### src/rtl/ahb_pkg.sv
`default_nettype none
// +----------------------------------------------------------------------+
// | ahb_pkg - AHB-Lite encodings and data-phase tracker state type        |
// | Rev 1.0                                                               |
// +----------------------------------------------------------------------+
package ahb_pkg;
  localparam logic [1:0] c_htrans_idle   = 2'b00;
  localparam logic [1:0] c_htrans_busy   = 2'b01;
  localparam logic [1:0] c_htrans_nonseq = 2'b10;
  localparam logic [1:0] c_htrans_seq    = 2'b11;

  localparam logic [2:0] c_hburst_single = 3'b000;
  localparam logic [2:0] c_hburst_incr   = 3'b001;

  localparam logic [2:0] c_hsize_byte    = 3'b000;
  localparam logic [2:0] c_hsize_half    = 3'b001;
  localparam logic [2:0] c_hsize_word    = 3'b010;

  localparam logic       c_hresp_okay    = 1'b0;
  localparam logic       c_hresp_error   = 1'b1;

  typedef enum logic [1:0] {
    ST_IDLE = 2'd0,
    ST_DATA = 2'd1,
    ST_ERR2 = 2'd2
  } dphase_state_e;
endpackage
`default_nettype wire

### src/rtl/ahb_master_dphase_ctrl.sv
`default_nettype none
// +----------------------------------------------------------------------+
// | ahb_master_dphase_ctrl - data-phase tracker, ERROR cancellation and   |
// | response generation for ahb_lite_cmd_master.  Rev 1.0                 |
// +----------------------------------------------------------------------+
module ahb_master_dphase_ctrl (
  input  logic        clk,
  input  logic        rst,
  input  logic        hready,
  input  logic        hresp,
  input  logic        addr_active,
  input  logic        addr_write,
  input  logic [31:0] wdata_pend,
  input  logic [31:0] hrdata,
  output logic        cancel,
  output logic [31:0] hwdata,
  output logic        rsp_valid,
  output logic [31:0] rsp_rdata,
  output logic        rsp_err
);
  import ahb_pkg::*;

  dphase_state_e state_q, state_d;
  logic        dwrite_q, dwrite_d;
  logic        drop_q, drop_d;
  logic        drop_fire_q, drop_fire_d;
  logic [31:0] hwdata_q, hwdata_d;
  logic        rsp_valid_q, rsp_valid_d;
  logic [31:0] rsp_rdata_q, rsp_rdata_d;
  logic        rsp_err_q, rsp_err_d;
  logic        handoff, complete;

  assign handoff  = addr_active & hready;
  assign complete = (state_q != ST_IDLE) & hready;
  assign cancel   = (state_q == ST_DATA) & (hresp == c_hresp_error) & ~hready;

  always_comb begin
    state_d     = state_q;
    dwrite_d    = dwrite_q;
    drop_d      = drop_q;
    drop_fire_d = 1'b0;
    hwdata_d    = hwdata_q;
    rsp_valid_d = 1'b0;
    rsp_rdata_d = 32'h0;
    rsp_err_d   = 1'b0;

    case (state_q)
      ST_IDLE: if (handoff) state_d = ST_DATA;
      ST_DATA: begin
        if (cancel) begin
          state_d = ST_ERR2;
          drop_d  = addr_active;
        end else if (complete) begin
          state_d = handoff ? ST_DATA : ST_IDLE;
        end
      end
      ST_ERR2: if (hready) state_d = ST_IDLE;
      default: state_d = ST_IDLE;
    endcase

    if (complete) begin
      rsp_valid_d = 1'b1;
      rsp_err_d   = hresp;
      rsp_rdata_d = dwrite_q ? 32'h0 : hrdata;
      if (state_q == ST_ERR2) begin
        drop_fire_d = drop_q;
        drop_d      = 1'b0;
      end
    end

    // The cancelled command answers one cycle after the erroring transfer.
    if (drop_fire_q) begin
      rsp_valid_d = 1'b1;
      rsp_err_d   = 1'b1;
    end

    if (handoff) begin
      dwrite_d = addr_write;
      if (addr_write) hwdata_d = wdata_pend;
    end
  end

  always_ff @(posedge clk or posedge rst) begin
    if (rst) begin
      state_q     <= ST_IDLE;
      dwrite_q    <= 1'b0;
      drop_q      <= 1'b0;
      drop_fire_q <= 1'b0;
      hwdata_q    <= 32'h0;
      rsp_valid_q <= 1'b0;
      rsp_rdata_q <= 32'h0;
      rsp_err_q   <= 1'b0;
    end else begin
      state_q     <= state_d;
      dwrite_q    <= dwrite_d;
      drop_q      <= drop_d;
      drop_fire_q <= drop_fire_d;
      hwdata_q    <= hwdata_d;
      rsp_valid_q <= rsp_valid_d;
      rsp_rdata_q <= rsp_rdata_d;
      rsp_err_q   <= rsp_err_d;
    end
  end

  assign hwdata    = hwdata_q;
  assign rsp_valid = rsp_valid_q;
  assign rsp_rdata = rsp_rdata_q;
  assign rsp_err   = rsp_err_q;
endmodule
`default_nettype wire

### src/rtl/ahb_lite_cmd_master.sv
`default_nettype none
// +----------------------------------------------------------------------+
// | ahb_lite_cmd_master - valid/ready command stream to AHB-Lite singles; |
// | optional INCR/SEQ via AHB_MASTER_INCR_BURST_EN.  Rev 1.0              |
// +----------------------------------------------------------------------+
module ahb_lite_cmd_master #(
  parameter int AW = 16
) (
  input  logic          HCLK,
  input  logic          HRESET,
  input  logic          cmd_valid,
  output logic          cmd_ready,
  input  logic          cmd_write,
  input  logic [AW-1:0] cmd_addr,
  input  logic [2:0]    cmd_size,
  input  logic [31:0]   cmd_wdata,
  output logic          rsp_valid,
  output logic [31:0]   rsp_rdata,
  output logic          rsp_err,
  output logic [AW-1:0] HADDR,
  output logic [1:0]    HTRANS,
  output logic          HWRITE,
  output logic [2:0]    HSIZE,
  output logic [2:0]    HBURST,
  output logic [31:0]   HWDATA,
  input  logic [31:0]   HRDATA,
  input  logic          HREADY,
  input  logic          HRESP
);
  import ahb_pkg::*;

  logic [1:0]    htrans_q, htrans_d;
  logic [AW-1:0] haddr_q, haddr_d;
  logic          hwrite_q, hwrite_d;
  logic [2:0]    hsize_q, hsize_d;
  logic [2:0]    hburst_q, hburst_d;
  logic [31:0]   wdata_pend_q, wdata_pend_d;
  logic          err1, accept, cancel, seq_ok;

  assign err1      = (HRESP == c_hresp_error) & ~HREADY;
  assign cmd_ready = HREADY & ~err1;
  assign accept    = cmd_valid & cmd_ready;

`ifdef AHB_MASTER_INCR_BURST_EN
  localparam logic [2:0] c_hburst = c_hburst_incr;
  logic [AW-1:0] addr_step;
  assign addr_step = {{(AW-1){1'b0}}, 1'b1} << hsize_q;
  // Continue the burst only from a live address phase within the same 1 KB page.
  assign seq_ok = htrans_q[1] & (cmd_write == hwrite_q) & (cmd_size == hsize_q) &
                  (cmd_addr == haddr_q + addr_step) & ((cmd_addr >> 10) == (haddr_q >> 10));
`else
  localparam logic [2:0] c_hburst = c_hburst_single;
  assign seq_ok = 1'b0;
`endif

  always_comb begin
    htrans_d     = htrans_q;
    haddr_d      = haddr_q;
    hwrite_d     = hwrite_q;
    hsize_d      = hsize_q;
    hburst_d     = hburst_q;
    wdata_pend_d = wdata_pend_q;
    if (cancel) begin
      htrans_d = c_htrans_idle;
    end else if (HREADY) begin
      hburst_d = c_hburst;
      if (accept) begin
        htrans_d     = seq_ok ? c_htrans_seq : c_htrans_nonseq;
        haddr_d      = cmd_addr;
        hwrite_d     = cmd_write;
        hsize_d      = cmd_size;
        wdata_pend_d = cmd_wdata;
      end else begin
        htrans_d = c_htrans_idle;
      end
    end
  end

  always_ff @(posedge HCLK or posedge HRESET) begin
    if (HRESET) begin
      htrans_q     <= c_htrans_idle;
      haddr_q      <= '0;
      hwrite_q     <= 1'b0;
      hsize_q      <= c_hsize_byte;
      hburst_q     <= c_hburst_single;
      wdata_pend_q <= 32'h0;
    end else begin
      htrans_q     <= htrans_d;
      haddr_q      <= haddr_d;
      hwrite_q     <= hwrite_d;
      hsize_q      <= hsize_d;
      hburst_q     <= hburst_d;
      wdata_pend_q <= wdata_pend_d;
    end
  end

  ahb_master_dphase_ctrl u_dphase (
    .clk         (HCLK),
    .rst         (HRESET),
    .hready      (HREADY),
    .hresp       (HRESP),
    .addr_active (htrans_q[1]),
    .addr_write  (hwrite_q),
    .wdata_pend  (wdata_pend_q),
    .hrdata      (HRDATA),
    .cancel      (cancel),
    .hwdata      (HWDATA),
    .rsp_valid   (rsp_valid),
    .rsp_rdata   (rsp_rdata),
    .rsp_err     (rsp_err)
  );

  assign HTRANS = htrans_q;
  assign HADDR  = haddr_q;
  assign HWRITE = hwrite_q;
  assign HSIZE  = hsize_q;
  assign HBURST = hburst_q;
endmodule
`default_nettype wire

### config.mk
export PLATFORM = sky130hd
export DESIGN_NAME = ahb_lite_cmd_master
export DESIGN_NICKNAME = d
export VERILOG_FILES = /design/src/rtl/ahb_pkg.sv /design/src/rtl/ahb_master_dphase_ctrl.sv /design/src/rtl/ahb_lite_cmd_master.sv
export SDC_FILE = /design/constraint.sdc
export NUM_CORES = 1
export LEC_CHECK = 0
export ABC_AREA = 0
export CORE_MARGIN = 4
export CORE_UTILIZATION = 44
export CTS_CLUSTER_DIAMETER = 100
export DETAILED_ROUTE_END_ITERATION = 16
export GPL_TIMING_DRIVEN = 1
export PLACE_DENSITY = 0.86
export SLEW_MARGIN = 20
export SYNTH_ARGS = -nofsm -noshare
export SYNTH_HDL_FRONTEND = slang
export SYNTH_SLANG_ARGS = --single-unit
### constraint.sdc
create_clock -name HCLK -period 4.6 [get_ports HCLK]
set_input_delay 0.92 -clock HCLK [delete_from_list [all_inputs] [get_ports HCLK]]
set_output_delay 0.92 -clock HCLK [all_outputs]
set_load 0.01 [all_outputs]
## Word level (Yosys, flattened, before mapping)

Index checks and enable logic that the tools add are counted.

| storage, ports and cells | value |
|---|---|
| register bits after elaboration | 125 |
| input bits | 89 |
| output and inout bits | 92 |
| logic and storage cells | 55 |

| cells by class | value |
|---|---|
| equal/unequal tests | 5 |
| muxes and demuxes | 21 |
| bitwise operators | 10 |
| reduce and logical (&&, ||, !) cells | 6 |

Operator list:

| cell | number |
|---|---|
| $mux W32 | 2 |
| $mux W2 | 7 |
| $mux W1 | 11 |
| $and A1 B1 Y1 | 7 |
| $pmux W2 S3 | 1 |
| $reduce_and A3 Y1 | 2 |
| $reduce_bool A2 Y1 | 2 |
| $ne A3 B2 Y1 const B | 1 |
| $not A1 Y1 | 3 |
| $eq A2 B1 Y1 const B | 1 |
| $eq A2 B2 Y1 const B | 1 |
| $logic_not A2 Y1 | 1 |
| $ne A2 B1 Y1 const B | 1 |
| $ne A2 B2 Y1 const B | 1 |
| $reduce_and A2 Y1 | 1 |

## Longest topological paths before layout

| depth | value |
|---|---|
| depth in word-level cells | 8 |
| depth in mapped cells | 5 |

## Cells and area by module

A second synthesis with hierarchy kept.

| unflattened totals | value |
|---|---|
| cells, all modules | 285 |
| area total of the unflattened synthesis | 4727.0 um^2 |

Modules (own cells, without submodules):

| module | times used | cells an instance | area an instance (um^2) | seq. area each (um^2) |
|---|---|---|---|---|
| ahb_master_dphase_ctrl | 1 | 165 | 2651.3 | 1776.7 |
| ahb_lite_cmd_master | 1 | 120 | 2075.7 | 1326.3 |

## Worst setup path before layout

No wires, ideal clock.

| path | value |
|---|---|
| path type | input-to-output |
| start | input HREADY |
| end | output cmd_ready |
| arrival time | 1219 ps |
| required time | 3680 ps |
| slack | 2461 ps |
| stages | 2 |
| buffers on the path | 2 |
| path through | buf_4 -> clkbuf_1 |

| between the ends | value |
|---|---|
| longest elaborated chain between the ends | 4 |

RTL lines:

| what | line | source |
|---|---|---|
| from (decl) | ahb_lite_cmd_master.sv:27 | `input logic HREADY,` |
| $not A1 Y1 | ahb_lite_cmd_master.sv:40 | `assign err1 = (HRESP == c_hresp_error) & ~HREADY;` |
| $and A1 B1 Y1 | ahb_lite_cmd_master.sv:40 |  |
| $not A1 Y1 | ahb_lite_cmd_master.sv:41 | `assign cmd_ready = HREADY & ~err1;` |
| $and A1 B1 Y1 (*) | ahb_lite_cmd_master.sv:41 |  |
| to (decl) | ahb_lite_cmd_master.sv:12 | `output logic cmd_ready,` |

Mark *: on every way between the ends. The rest lies on a longest branch, timed or not.

## Worst setup path after layout

Same ends and word-level chain as after synthesis.

==> results.md <==
- Unrepaired setup endpoints after global routing: false
- Setup_tns: 0 ns
- FF-to-FF End: u_dphase.hwdata[11]
- Setup Buffers After CTS: 0
- Final std cells w/o fill: 613
- Vias in the first global route: 3177
- CP endpoint kind: primary output
- First-pass GRT wire length: 16300 microns
- Critical Path RT: 3.68 ns
- Row Count: 37
- Final period demand of the worst path: 3.22 ns
- GRT Residual Overflow: 0
- Mapped cell area: 4690 sq um
- # setup viols final: 0
- CP Max Fanout: 9
- Starting Density: 45.3%
- GP Congestion: 0.758
- DIE HEIGHT: 111 microns
- CP startpoint kind: input port
- Placed Area: 6480 sq um
- Longest Clk Path Bufs: 2
- CP top delay family: buffers and inverters
- Core region area: 10400 sq um
- Design Area, Final: 6990 sq um
- Vias: 2879
- Setup crit start: HREADY
- Top FF cell, synth: dfrtp_1
- Pins Over Slew Limit: 0
- CTS Sinks: 124
- Count of final hold-check violations: 0
- Post-route ant nets: 0
- Mean routed wirelength per cell: 16.2 microns
- Dominant cell type by area after synthesis: dfrtp_1
- Ant diodes: 0
- Reg-to-Reg Start: HTRANS[1]
- Hold_buf cts: 0
- Clock Latency Late Sink: 0.49 ns
- Final period utilization: 70.1%
- Crit-path cells: clkdlybuf4s50_1 -> clkdlybuf4s50_1
- Post-synth top area share: 66.1%
- Status: completed
- Avg Cell Area, Syn: 16.5 sq um
- Maxcap violations: 0
- Crit path to: cmd_ready
- Bufs and invs on worst path: 2
- Antenna violations before repair: 0
- Post-DP HPWL: 7240 microns
- Placed Cells: 584
- Worst clock skew: 0.00866 ns
- Synth async-reset ratio: 100%
- Num CTS Buffers: 17
- Most common cell on crit path: clkdlybuf4s50_1
- Worst EP arrival: 2.30 ns
- DRT iter0 DRCs: 81
- Io pins: 181
- Synth top area cells: dfrtp_1 66%, mux2_2 12%, mux2_4 9.3%, and2_1 4.1%, buf_6 2.6%
- Leakage power: 3.14 nW
- Post-Syn Instances: 285
- R2R depth: 2
- WS Path Type: in2out
- Die Area: 12400 sq um
- IO buf count: 176
- FF-to-FF setup slack: 2.94 ns
- CTS tree: yes
- CTS Root Cell: clkbuf_8
- 1st-pass router iterations: 4
- Cts repair resizes: 0
- Die X: 111 microns
- Crit-path slowest cell: clkdlybuf4s50_1
- Seq/Total Area, Yosys: 66.1%
- Slew headroom: 47.0%
- Largest net degree at the start of global routing: 54
- Area Overhead vs Synth: 49.0%
- EDFF count, synth: 0
- Actual slew at the worst max-slew pin: 0.792 ns
- Vias per cell: 4.70
- Clk pin slew, worst setup/hold paths: 0.05 ns
- Hold Crit Class: reg2reg
- Ys Warns: 0
- Worst path depth: 2
- Global-route usage over all layers: 16.7%
- Yosys cell types: 26
- Nets: 556
- # DRC: 0
- PwrDens: 487 nW/um^2
- FF+latch count, synth: 124
- Max stage delay on crit path: 0.74 ns
- Clock H-tree levels: 4
- Share of cells above drive strength 1: 23.7%
- Max Clk Rate: 310 MHz
- Routed WL: 9940 microns
- Max VDD drop: 0.000252 V
==> worst min-delay path by stage <==
| stage | end | slack, ns | depth (start not counted) | startpoint |
|---|---|---|---|---|
| global route | u_dphase.rsp_valid | 0.49 | 1 | u_dphase.drop_fire_q |
| detailed placement | u_dphase.rsp_valid | 0.47 | 1 | u_dphase.drop_fire_q |
| finish | u_dphase.rsp_valid | 0.47 | 1 | u_dphase.drop_fire_q |
| CTS | u_dphase.rsp_valid | 0.48 | 1 | u_dphase.drop_fire_q |
| global placement | u_dphase.rsp_valid | 0.45 | 1 | u_dphase.drop_fire_q |
| floorplan | u_dphase.rsp_valid | 0.43 | 1 | u_dphase.drop_fire_q |
==> per-layer routing <==
metal / global-route usage (%) / vias to the layer above / wire length [microns] / share of wire (%)
met5: 0 / - / 0 / 0
met4: 6.57 / 0 / 180 / 1.8
met3: 6.55 / 20 / 830 / 8.4
met2: 28.4 / 123 / 5170 / 52
met1: 18.8 / 1424 / 3750 / 38
li1: - / 1312 / - / -
==> power breakdown <==
group          leakage, nW  switching [mW]  internal [mW]
registers             1.54           0.123           1.31
logic                 1.35           0.273          0.560
clock network        0.245           0.428          0.715
total                 3.14           0.824           2.58
==> registers in the layout, indices dropped and copies added (netlist names), 2 cells and up <==
register,flops
HADDR,16
HSIZE,3
u_dphase.hwdata,32
u_dphase.rsp_rdata,32
u_dphase.state_q,2
wdata_pend_q,32
==> per-stage QoR <==
| stage | power, mW | utilization (%) | worst slack, ns | hold slack (ns) |
|---|---|---|---|---|
| floorplan | 1.81 | - | 0.381 | 0.428 |
| global placement | 2.25 | 62.5 | 1.42 | 0.447 |
| detailed placement | 2.29 | 62.5 | 1.37 | 0.466 |
| CTS | 3.45 | 67.4 | 1.37 | 0.481 |
| global route | 3.57 | 67.4 | 1.32 | 0.494 |
| finish | 3.40 | 67.4 | 1.38 | 0.471 |
==> placed cells by master (no fill, tap or decap), drive strengths merged <==
cell / netlist / routed
inv: 3 / 3
o21bai: 1 / 1
nor3b: 1 / 1
clkdlybuf4s50: 0 / 176
clkinv: 0 / 4
nand3b: 1 / 1
nor3: 2 / 2
clkbuf: 1 / 21
o21ai: 2 / 2
nand2b: 2 / 2
buf: 17 / 2
bufinv: 0 / 1
a31oi: 1 / 1
mux2: 84 / 84
a21oi: 2 / 2
nor2: 2 / 2
nand3: 3 / 3
nand2: 6 / 6
clkinvlp: 0 / 3
dfrtp: 124 / 124
a211oi: 1 / 1
conb: 1 / 4
and2: 31 / 31
==> cell families (layout without fill, tap and decap cells) <==
kind of cell,count (synthesis),after routing,share of synthesized area [%]
DFF,124,124,66.1
buffers and inverters,21,210,3.92
muxes,84,84,22.5
other,1,4,0.0799
AOI/OAI and AO/OA,7,7,0.880
and+or+nand+nor,48,48,6.56
==> synthesized netlist by cell type (2+ instances only) <==
cell type and count:
a21oi_1 2, and2_1 31, buf_4 6, buf_6 11, dfrtp_1 124, inv_1 2, mux2_1 4, mux2_2 51
mux2_4 29, nand2_1 5, nand2b_1 2, nand3_1 2, nor2_1 2, o21ai_0 2
==> area by class of cell <==
cell class / count / area, sq um
clock buffer: 21 / 439
fill: 761 / 3380
tap: 136 / 170
timing repair buffer: 178 / 1780
multi-input combinational: 143 / 1420
inverter: 3 / 13.8
clock inverter: 8 / 72.6
sequential: 124 / 3100
Note: power is estimated with default switching activity, not from simulation.
